File: src/rtl/occ_gtp_ctrl_pkg.sv
// Shared definitions for the GTP link bring-up controller: state encoding,
// fixed sequencing lengths and a small helper for sizing the shared timer.
package occ_gtp_ctrl_pkg;

  typedef enum logic [2:0] {
    ST_IDLE     = 3'd0,
    ST_PLL_RST  = 3'd1,
    ST_PLL_WAIT = 3'd2,
    ST_GT_RST   = 3'd3,
    ST_GT_WAIT  = 3'd4,
    ST_ALIGN    = 3'd5,
    ST_LINK_UP  = 3'd6
  } state_e;

  localparam int C_LOCK_STABLE   = 8;  // consecutive locked cycles before PCS reset
  localparam int C_GT_RST_CYCLES = 4;  // txreset/rxreset pulse length
  localparam int C_SYNC_STAGES   = 2;  // synchroniser depth for tile status inputs

  function automatic int max3(input int a, input int b, input int c);
    int m;
    m = (a > b) ? a : b;
    return (m > c) ? m : c;
  endfunction

endpackage

File: src/rtl/occ_gtp_sync_bit.sv
// Multi-flop synchroniser for one asynchronous status bit coming from the tile.
module occ_gtp_sync_bit
  import occ_gtp_ctrl_pkg::*;
(
  input  logic clk_i,
  input  logic rst_i,
  input  logic d_i,
  output logic q_o
);

  logic [C_SYNC_STAGES-1:0] sync_q;

  // Shift the asynchronous level through the synchroniser chain.
  always_ff @(posedge clk_i) begin
    if (rst_i) begin
      sync_q <= '0;
    end else begin
      sync_q <= {sync_q[C_SYNC_STAGES-2:0], d_i};
    end
  end

  assign q_o = sync_q[C_SYNC_STAGES-1];

endmodule

File: src/rtl/occ_gtp_link_ctrl.sv
// Bring-up sequencer and supervisor for one GTP tile: PLL reset, lock wait,
// PCS reset, comma alignment, then link supervision with automatic retry.
module occ_gtp_link_ctrl
  import occ_gtp_ctrl_pkg::*;
#(
  parameter int g_PLL_RST_CYCLES = 200,
  parameter int g_TIMEOUT        = 65535,
  parameter int g_ERR_WINDOW     = 4096,
  parameter int g_ERR_MAX        = 16
) (
  input  logic       init_clk_i,
  input  logic       init_rst_i,
  input  logic       enable_i,
  input  logic       pll_lock_i,
  input  logic       txresetdone_i,
  input  logic       rxresetdone_i,
  input  logic       rx_aligned_i,
  input  logic       link_err_i,
  output logic       pll_rst_o,
  output logic       txreset_o,
  output logic       rxreset_o,
  output logic       txuserrdy_o,
  output logic       rxuserrdy_o,
  output logic       rxencommaalign_o,
  output logic       link_up_o,
  output logic [2:0] state_o,
  output logic [7:0] retry_cnt_o
);

  localparam int TW = $clog2(max3(g_TIMEOUT, g_ERR_WINDOW, g_PLL_RST_CYCLES) + 1);
  localparam int EW = $clog2(g_ERR_MAX + 1);
  localparam int LW = $clog2(C_LOCK_STABLE);

  // Timer values seen on the last cycle of each timed phase.
  localparam logic [TW-1:0] C_PLL_LAST  = TW'(g_PLL_RST_CYCLES - 1);
  localparam logic [TW-1:0] C_TO_LAST   = TW'(g_TIMEOUT - 1);
  localparam logic [TW-1:0] C_WIN_LAST  = TW'(g_ERR_WINDOW - 1);
  localparam logic [TW-1:0] C_GT_LAST   = TW'(C_GT_RST_CYCLES - 1);
  localparam logic [LW-1:0] C_LOCK_LAST = LW'(C_LOCK_STABLE - 1);
  localparam logic [EW-1:0] C_ERR_LAST  = EW'(g_ERR_MAX - 1);
  localparam logic [EW-1:0] C_ERR_SAT   = EW'(g_ERR_MAX);

  logic lock_s, txdone_s, rxdone_s, aligned_s;

  state_e        state_q, state_d;
  logic [TW-1:0] timer_q, timer_d;
  logic [LW-1:0] lock_cnt_q, lock_cnt_d;
  logic [EW-1:0] err_cnt_q, err_cnt_d;
  logic [7:0]    retry_q, retry_d;
  logic          pll_rst_q, pll_rst_d;
  logic          gt_rst_q, gt_rst_d;
  logic          userrdy_q, userrdy_d;
  logic          comma_q, comma_d;
  logic          link_up_q, link_up_d;
  logic          retry_inc, entering, wrap, err_hit;

  occ_gtp_sync_bit u_sync_lock (.clk_i(init_clk_i), .rst_i(init_rst_i), .d_i(pll_lock_i),    .q_o(lock_s));
  occ_gtp_sync_bit u_sync_txd  (.clk_i(init_clk_i), .rst_i(init_rst_i), .d_i(txresetdone_i), .q_o(txdone_s));
  occ_gtp_sync_bit u_sync_rxd  (.clk_i(init_clk_i), .rst_i(init_rst_i), .d_i(rxresetdone_i), .q_o(rxdone_s));
  occ_gtp_sync_bit u_sync_aln  (.clk_i(init_clk_i), .rst_i(init_rst_i), .d_i(rx_aligned_i),  .q_o(aligned_s));

  // The pulse that brings the window count to g_ERR_MAX trips immediately,
  // so a threshold hit on the wrap cycle is not lost to the window clear.
  assign err_hit = link_err_i && (err_cnt_q >= C_ERR_LAST);
  assign wrap    = (state_q == ST_LINK_UP) && (timer_q == C_WIN_LAST);

  // Next-state selection: disable, then lock loss, then errors, then progress/timeout.
  always_comb begin
    state_d   = state_q;
    retry_inc = 1'b0;
    if (!enable_i) begin
      state_d = ST_IDLE;
    end else if (!lock_s && (state_q inside {ST_GT_RST, ST_GT_WAIT, ST_ALIGN, ST_LINK_UP})) begin
      state_d   = ST_PLL_RST;
      retry_inc = 1'b1;
    end else begin
      case (state_q)
        ST_IDLE:     state_d = ST_PLL_RST;
        ST_PLL_RST:  if (timer_q == C_PLL_LAST) state_d = ST_PLL_WAIT;
        ST_PLL_WAIT: begin
          if (lock_s && (lock_cnt_q == C_LOCK_LAST)) begin
            state_d = ST_GT_RST;
          end else if (timer_q == C_TO_LAST) begin
            state_d   = ST_PLL_RST;
            retry_inc = 1'b1;
          end
        end
        ST_GT_RST:   if (timer_q == C_GT_LAST) state_d = ST_GT_WAIT;
        ST_GT_WAIT: begin
          if (txdone_s && rxdone_s) begin
            state_d = ST_ALIGN;
          end else if (timer_q == C_TO_LAST) begin
            state_d   = ST_GT_RST;
            retry_inc = 1'b1;
          end
        end
        ST_ALIGN: begin
          if (aligned_s) begin
            state_d = ST_LINK_UP;
          end else if (timer_q == C_TO_LAST) begin
            state_d   = ST_GT_RST;
            retry_inc = 1'b1;
          end
        end
        ST_LINK_UP: begin
          if (err_hit) begin
            state_d   = ST_GT_RST;
            retry_inc = 1'b1;
          end else if (!aligned_s) begin
            state_d = ST_ALIGN;
          end
        end
        default:     state_d = ST_IDLE;
      endcase
    end
  end

  // Shared timer, lock-stability, error-window and retry counters.
  always_comb begin
    entering = (state_d != state_q);

    timer_d = timer_q + TW'(1);
    if (entering || (state_q == ST_IDLE) || wrap) timer_d = '0;

    lock_cnt_d = '0;
    if (!entering && (state_q == ST_PLL_WAIT) && lock_s) lock_cnt_d = lock_cnt_q + LW'(1);

    err_cnt_d = err_cnt_q;
    if (entering || (state_q != ST_LINK_UP) || wrap) begin
      err_cnt_d = '0;
    end else if (link_err_i && (err_cnt_q != C_ERR_SAT)) begin
      err_cnt_d = err_cnt_q + EW'(1);
    end

    retry_d = retry_q;
    if (retry_inc && (retry_q != 8'hFF)) retry_d = retry_q + 8'd1;
  end

  // Tile control levels decoded from the state being entered, so they register with it.
  always_comb begin
    pll_rst_d = (state_d == ST_IDLE) || (state_d == ST_PLL_RST);
    gt_rst_d  = state_d inside {ST_IDLE, ST_PLL_RST, ST_PLL_WAIT, ST_GT_RST};
    userrdy_d = state_d inside {ST_GT_RST, ST_GT_WAIT, ST_ALIGN, ST_LINK_UP};
    comma_d   = (state_d == ST_ALIGN) || (state_d == ST_LINK_UP);
    link_up_d = (state_d == ST_LINK_UP);
  end

  // State, counters and registered outputs.
  always_ff @(posedge init_clk_i) begin
    if (init_rst_i) begin
      state_q    <= ST_IDLE;
      timer_q    <= '0;
      lock_cnt_q <= '0;
      err_cnt_q  <= '0;
      retry_q    <= '0;
      pll_rst_q  <= 1'b1;
      gt_rst_q   <= 1'b1;
      userrdy_q  <= 1'b0;
      comma_q    <= 1'b0;
      link_up_q  <= 1'b0;
    end else begin
      state_q    <= state_d;
      timer_q    <= timer_d;
      lock_cnt_q <= lock_cnt_d;
      err_cnt_q  <= err_cnt_d;
      retry_q    <= retry_d;
      pll_rst_q  <= pll_rst_d;
      gt_rst_q   <= gt_rst_d;
      userrdy_q  <= userrdy_d;
      comma_q    <= comma_d;
      link_up_q  <= link_up_d;
    end
  end

  assign pll_rst_o        = pll_rst_q;
  assign txreset_o        = gt_rst_q;
  assign rxreset_o        = gt_rst_q;
  assign txuserrdy_o      = userrdy_q;
  assign rxuserrdy_o      = userrdy_q;
  assign rxencommaalign_o = comma_q;
  assign link_up_o        = link_up_q;
  assign state_o          = state_q;
  assign retry_cnt_o      = retry_q;

endmodule

File: config.mk
export PLATFORM = sky130hd
export DESIGN_NAME = occ_gtp_link_ctrl
export DESIGN_NICKNAME = d
export VERILOG_FILES = /design/src/rtl/occ_gtp_ctrl_pkg.sv /design/src/rtl/occ_gtp_sync_bit.sv /design/src/rtl/occ_gtp_link_ctrl.sv
export SDC_FILE = /design/constraint.sdc
export NUM_CORES = 1
export LEC_CHECK = 0
export BUFFER_PORTS_ARGS = -buffer_cell sky130_fd_sc_hd__buf_2
export CAP_MARGIN = 20
export CORE_MARGIN = 3
export CORE_UTILIZATION = 35
export CTS_BUF_LIST = sky130_fd_sc_hd__clkbuf_4 sky130_fd_sc_hd__clkbuf_8 sky130_fd_sc_hd__clkbuf_16
export DETAILED_ROUTE_END_ITERATION = 8
export GPL_ROUTABILITY_DRIVEN = 0
export GPL_TIMING_DRIVEN = 0
export SYNTH_ARGS = -nofsm -noshare
export SYNTH_HDL_FRONTEND = slang
export SYNTH_SLANG_ARGS = --single-unit
File: constraint.sdc
create_clock -name init_clk_i -period 7.9 [get_ports init_clk_i]
set_input_delay 2.37 -clock init_clk_i [delete_from_list [all_inputs] [get_ports init_clk_i]]
set_output_delay 2.37 -clock init_clk_i [all_outputs]
set_load 0.005 [all_outputs]
-- Word-level counts from Yosys, hierarchy flattened
Index checks and enable logic that the tools add are counted.
- register bits after elaboration: 48
- input port bits: 8
- logic and storage cells: 86
- $add $sub $neg: 4
- order comparisons: 1
- equal/unequal tests: 21
- multiplexer cells: 20
- bitwise logic cells: 1
- reductions and logical operators: 25
- operators by type and width (cell ; count):
    $mux 3 ; 11
    $eq 3x3->1 const B ; 7
    $pmux 3 s7 ; 1
    $add 16x1->16 const B ; 1
    $eq 16x12->1 const B ; 1
    $eq 16x16->1 const B ; 1
    $eq 16x2->1 const B ; 1
    $eq 16x8->1 const B ; 1
    $eq 3x2->1 const B ; 4
    $reduce_bool 4->1 ; 3
    $logic_and 1x1->1 ; 9
    $add 8x1->8 const B ; 1
    $ne 8x8->1 const B ; 1
    $mux 1 ; 7
    $eq 3x1->1 const B ; 2
    $logic_not 3->1 ; 2
    $logic_or 1x1->1 ; 6
    $reduce_or 2->1 ; 3
    $add 5x1->5 const B ; 1
    $ge 5x4->1 const B ; 1
    $ne 5x5->1 const B ; 1
    $pmux 1 s4 ; 1
    $add 3x1->3 const B ; 1
    $ne 3x3->1 ; 1
    other kinds (3) ; 4

-- Depth between registers and ports, before layout
- word-level depth: 12
- mapped depth: 11
- gate-level depth less buffers: 10

-- Cells and area by module
A second synthesis with hierarchy kept.
- cell total of the unflattened synthesis: 274
- area total of the unflattened synthesis: 2553.7 sq um
- modules (own cells, without submodules) (module ; instances ; cells each ; area an instance (sq um) ; seq. area each (sq um)):
    occ_gtp_link_ctrl ; 1 ; 258 ; 2343.5 ; 800.8
    occ_gtp_sync_bit ; 4 ; 4 ; 52.6 ; 40.0

-- Worst setup path after synthesis
No wires, ideal clock.
- kind: input-to-reg
- start point: input port enable_i
- end point: register timer_q[10]
- library setup time: 0.088 ns
- arrival time: 3.683 ns
- setup slack: 4.130 ns
- stages: 8
- buffers on the path: 2
- cell sequence: and2_1 -> a22oi_1 -> nor2_1 -> o21a_1 -> a211o_1 -> buf_6 -> buf_8 -> nor4_2
- cells in the longest elaborated chain, start to end: 5
- ends and longest elaborated chain (what ; RTL line ; RTL):
    start: declaration ; occ_gtp_link_ctrl.sv:13 ; input logic enable_i,
    $mux 3 ; occ_gtp_link_ctrl.sv:71 ; if (!enable_i) begin
    $ne 3x3->1 ; occ_gtp_link_ctrl.sv:120 ; entering = (state_d != state_q);
    $logic_or 1x1->1 (2 in a row) ; occ_gtp_link_ctrl.sv:123 ; if (entering || (state_q == ST_IDLE) || wrap) timer_d = '0;
    $reduce_or 2->1 (no source line) ; - ;
    end signal: assignment ; occ_gtp_link_ctrl.sv:163 ; timer_q <= timer_d;
    end: declaration ; occ_gtp_link_ctrl.sv:46 ; logic [TW-1:0] timer_q, timer_d;
No other way between the ends.
A chain may end at the register's enable or synchronous reset.

-- Worst setup path after layout
Ends and elaborated chain as after synthesis.

==> impl_table.tex <==
\begin{tabular}{lr}
\hline
Metric & Value \\
\hline
\multicolumn{2}{l}{\textbf{Critical path}} \\
Register-to-register setup slack & 5.04 ns \\
Maximum net fanout on the critical path & 10 \\
Critical path data arrival time & 4.06 ns \\
Worst reg2reg path endpoint & timer\_q[14]\$\_SDFF\_PP0\_ \\
Crit path required time & $\sim$8.1 ns \\
Critical path class & primary input to register \\
Startpoint of the most critical register-to-register path & timer\_q[0]\$\_SDFF\_PP0\_ \\
Depth of the worst register-to-register path & 9 \\
CP Launch Point & enable\_i \\
Destination of the critical timing path & timer\_q[10]\$\_SDFF\_PP0\_ \\
Startpoint class of the critical path & primary input \\
Capturing element type of the critical path & register \\
\multicolumn{2}{l}{\textbf{Global routing}} \\
Initial antenna violation count & 0 \\
Vias in the first global route & 1814 \\
Total overflow reported by the global router & 0 \\
Global-route usage over all layers & 0.1295 \\
Pin count of the biggest net entering global routing & 17 \\
Wire length of the first global-routing pass & 8.790 mm \\
\multicolumn{2}{l}{\textbf{Clock network}} \\
CTS H-tree lvls & 2 \\
Resize count post-CTS & 0 \\
Clock latency at the later pin of the worst-skew pair & about 0.31 ns \\
Num CTS Buffers & 5 \\
Clock Path Buffers & 2 \\
Count of buffers added by post-CTS timing repair for setup & 0 \\
Clock root cell & sky130\_fd\_sc\_hd\_\_clkbuf\_8 \\
Number of buffers added to fix hold violations after cts & 0 \\
CTS clock-pin slew for the worst setup and hold paths & 0.09 ns \\
Clock tree from TritonCTS & built \\
CTS sink cnt & 48 \\
\multicolumn{2}{l}{\textbf{Status}} \\
Run status & complete, no violations \\
\multicolumn{2}{l}{\textbf{Worst hold path}} \\
Class of the most critical hold timing path & register to register \\
\multicolumn{2}{l}{\textbf{Final layout}} \\
Number of nets in the layout & 324 \\
Area growth from synthesis to layout & 14.00\% \\
Sequential cell area in the final layout & 960.9 um\^{}2 \\
Number of filler cells placed in the layout & approximately 700 \\
Total area of multi-input combinational cells & around 1400 um\^{}2 \\
Commonest non-fill, non-tap cells in the layout & sky130\_fd\_sc\_hd\_\_dfxtp\_1 (48), sky130\_fd\_sc\_hd\_\_buf\_2 (32), sky130\_fd\_sc\_hd\_\_nand2\_1 (28) \\
Post-Layout Cell Count & 405 \\
Diodes inserted & 0 \\
Layout cell share with drive strength beyond 1 & 0.2168 \\
Final core utilization & 0.4205 \\
Most common cell after layout, fill and taps aside & sky130\_fd\_sc\_hd\_\_dfxtp\_1 \\
\multicolumn{2}{l}{\textbf{Routing}} \\
WL met3 & 195 um \\
Number of nets still failing antenna checks after routing & 0 \\
Detailed-routing wirelength on met1 & 2.608 mm \\
Highest metal layer with signal wires & met4 \\
Vias per Instance & roughly 5 \\
First drt pass iteration count & 4 \\
First DRT Iteration DRCs & 70 \\
Via count & 2030 \\
Wirelength, routed & 5.265 mm \\
WL/cell & 13.00 um \\
Remaining design rule violation count & 0 \\
WL met2 & 2.369 mm \\
\multicolumn{2}{l}{\textbf{Die}} \\
Initial Utilization & 0.3688 \\
Horizontal die dimension & 91.32 um \\
Std-Cell Rows & 30 \\
Chip Height & 91.32 um \\
Total Die Area & between 8000 and 9000 um\^{}2 \\
Core area & 6907 um\^{}2 \\
Number of top-level pins & 26 \\
\multicolumn{2}{l}{\textbf{Synthesis}} \\
Synthesized area per cell & 9.197 um\^{}2 \\
Share of the synthesized area in compound gates (AO/OA/AOI/OAI) & 0.08939 \\
Proportion of netlist area held by the largest area contributor & 0.3772 \\
Biggest area consumer among synthesized cells & sky130\_fd\_sc\_hd\_\_dfxtp\_1 \\
Number of flip-flops and latches in the synthesized netlist & 48 \\
Number of nets produced by synthesis & $\sim$290 \\
Post-Synth XOR/XNOR Area & 0.08939 \\
Dominant combinational cell family by area after synthesis & simple AND/OR/NAND/NOR gates \\
Synthesis Warnings & 0 \\
Post-synth cell types & 50 \\
Biggest area contributors in the synthesized netlist & sky130\_fd\_sc\_hd\_\_dfxtp\_1 (38\%), sky130\_fd\_sc\_hd\_\_xor2\_1 (5.2\%), sky130\_fd\_sc\_hd\_\_nor4\_2 (4.4\%), sky130\_fd\_sc\_hd\_\_nand2\_1 (4.1\%), sky130\_fd\_sc\_hd\_\_ha\_1 (3.9\%) \\
Number of synthesized flops with an enable pin & 0 \\
Post-Syn Area & between 2000 and 3000 um\^{}2 \\
Most frequently used flop master after synthesis & sky130\_fd\_sc\_hd\_\_dfxtp\_1 \\
Simple-gate share of the synthesized area & 0.3355 \\
Synth Area in Adders & 0.03929 \\
Proportion of synthesized flip-flops having asynchronous set or reset & 0 \\
Share of synthesized area occupied by flip-flops and latches & 0.3772 \\
Gate count after technology mapping & 277 \\
Share of synthesized area spent on multiplexers & 0.01375 \\
\multicolumn{2}{l}{\textbf{Power}} \\
Leakage power of the design & 1.168 nW \\
PD cells & 155.9 nW/um\^{}2 \\
Overall Power & around 0.45 mW \\
Maximum resistive drop on vdd & roughly 0.063 mV \\
\multicolumn{2}{l}{\textbf{Placement}} \\
IO buf count & 24 \\
HPWL after detailed placement & 3.841 mm \\
Count of placed standard cells including taps & 397 \\
\multicolumn{2}{l}{\textbf{Timing}} \\
Setup-failing EPs final & 0 \\
Accumulated negative setup slack & 0 ns \\
Setup repair after global routing missed its margin & false \\
Total count of max-transition violations in the final report & 0 \\
Final period demand of the worst path & between 3 and 4 ns \\
Worst-Margin Slew & 0.5584 ns \\
Worst Hold Margin & 0.4468 ns \\
Clk\_skew & 0.008680 ns \\
Final count of hold timing violations & 0 \\
Max Clock Freq & between 200 and 300 MHz \\
Max transition margin & 0.6243 \\
Tcrit/Tclk final & 0.4859 \\
\multicolumn{2}{l}{\textbf{Job}} \\
Count of maximum capacitance violations & 0 \\
\hline
\end{tabular}
## how the worst min path moves through the flow
stage	end	slack [ns]	cells past startpoint	startpoint
floorplan	u_sync_aln.sync_q[1]$_SDFF_PP0_	0.41	1	u_sync_aln.sync_q[0]$_SDFF_PP0_
global placement	u_sync_lock.sync_q[1]$_SDFF_PP0_	0.42	1	u_sync_lock.sync_q[0]$_SDFF_PP0_
detailed placement	u_sync_aln.sync_q[1]$_SDFF_PP0_	0.43	1	u_sync_aln.sync_q[0]$_SDFF_PP0_
CTS	lock_cnt_q[0]$_SDFF_PP0_	0.45	1	lock_cnt_q[0]$_SDFF_PP0_
global route	lock_cnt_q[0]$_SDFF_PP0_	0.47	1	lock_cnt_q[0]$_SDFF_PP0_
finish	u_sync_aln.sync_q[1]$_SDFF_PP0_	0.45	1	u_sync_aln.sync_q[0]$_SDFF_PP0_
## kinds of logic after synthesis
family	count (synthesis)
fa+ha+maj	8
flops	48
mux	3
simple gates	135
xor+xnor	26
buf+inv	25
compound gates	32
## routing by layer
metal	track usage	vias up
li1	-	1051
met1	0.1695	936
met2	0.2054	37
met3	0.03148	6
met4	0.04899	0
met5	0	-
## cell usage after synthesis, drive strengths merged, types with 2 or more instances
library cell / n
and2: 3
nor2b: 10
clkbuf: 2
nand3: 14
o311a: 2
o21a: 2
buf: 14
nand2b: 2
o211ai: 3
xor2: 15
ha: 8
nand2: 28
o21ai: 10
mux2i: 2
nor3: 4
nor4: 23
and3: 5
a21boi: 2
inv: 9
xnor2: 11
nand4: 12
and3b: 4
nand3b: 2
dfxtp: 48
a21oi: 4
nor2: 24
## per-stage QoR
step / setup slack, ns / area, um^2
after floorplan: 4.130 / 2547
after detailed placement: 3.770 / 2788
after global placement: 3.777 / 2788
after CTS: 4.090 / 2904
after global routing: 3.949 / 2904
final: 4.061 / 2904
## worst max-delay path: stages
cell and delay (ns):
sky130_fd_sc_hd__buf_2 0.14, sky130_fd_sc_hd__and2_1 0.17, sky130_fd_sc_hd__a22oi_1 0.39, sky130_fd_sc_hd__nor2_1 0.09
sky130_fd_sc_hd__o21a_1 0.11, sky130_fd_sc_hd__a211o_1 0.27, sky130_fd_sc_hd__buf_6 0.15, sky130_fd_sc_hd__buf_8 0.16
sky130_fd_sc_hd__nor4_2 0.20
## sequential cells by signal, indices dropped and copies added, names as in the netlist, 2 cells and up
name and flops:
u_sync_txd.sync_q 2, lock_cnt_q 3, timer_q 16, retry_cnt_o 8, u_sync_aln.sync_q 2, u_sync_rxd.sync_q 2
u_sync_lock.sync_q 2, state_o 3, err_cnt_q 5
## area by class of cell
class	instances	area share
multi-input combinational	204	0.4976
sequential	48	0.3309
timing repair buffer	24	0.04136
tap	96	0.04136
buffer	16	0.03705
clock buffer	5	0.02370
clock inverter	3	0.01637
inverter	9	0.01163
## power breakdown
group          internal (mW)  leakage [nW]  switching, mW
sequential             0.244         0.389        0.00110
combinational        0.00935         0.721         0.0160
clock                 0.0954        0.0583         0.0869
No activity file was read; power rests on OpenSTA's default activity.
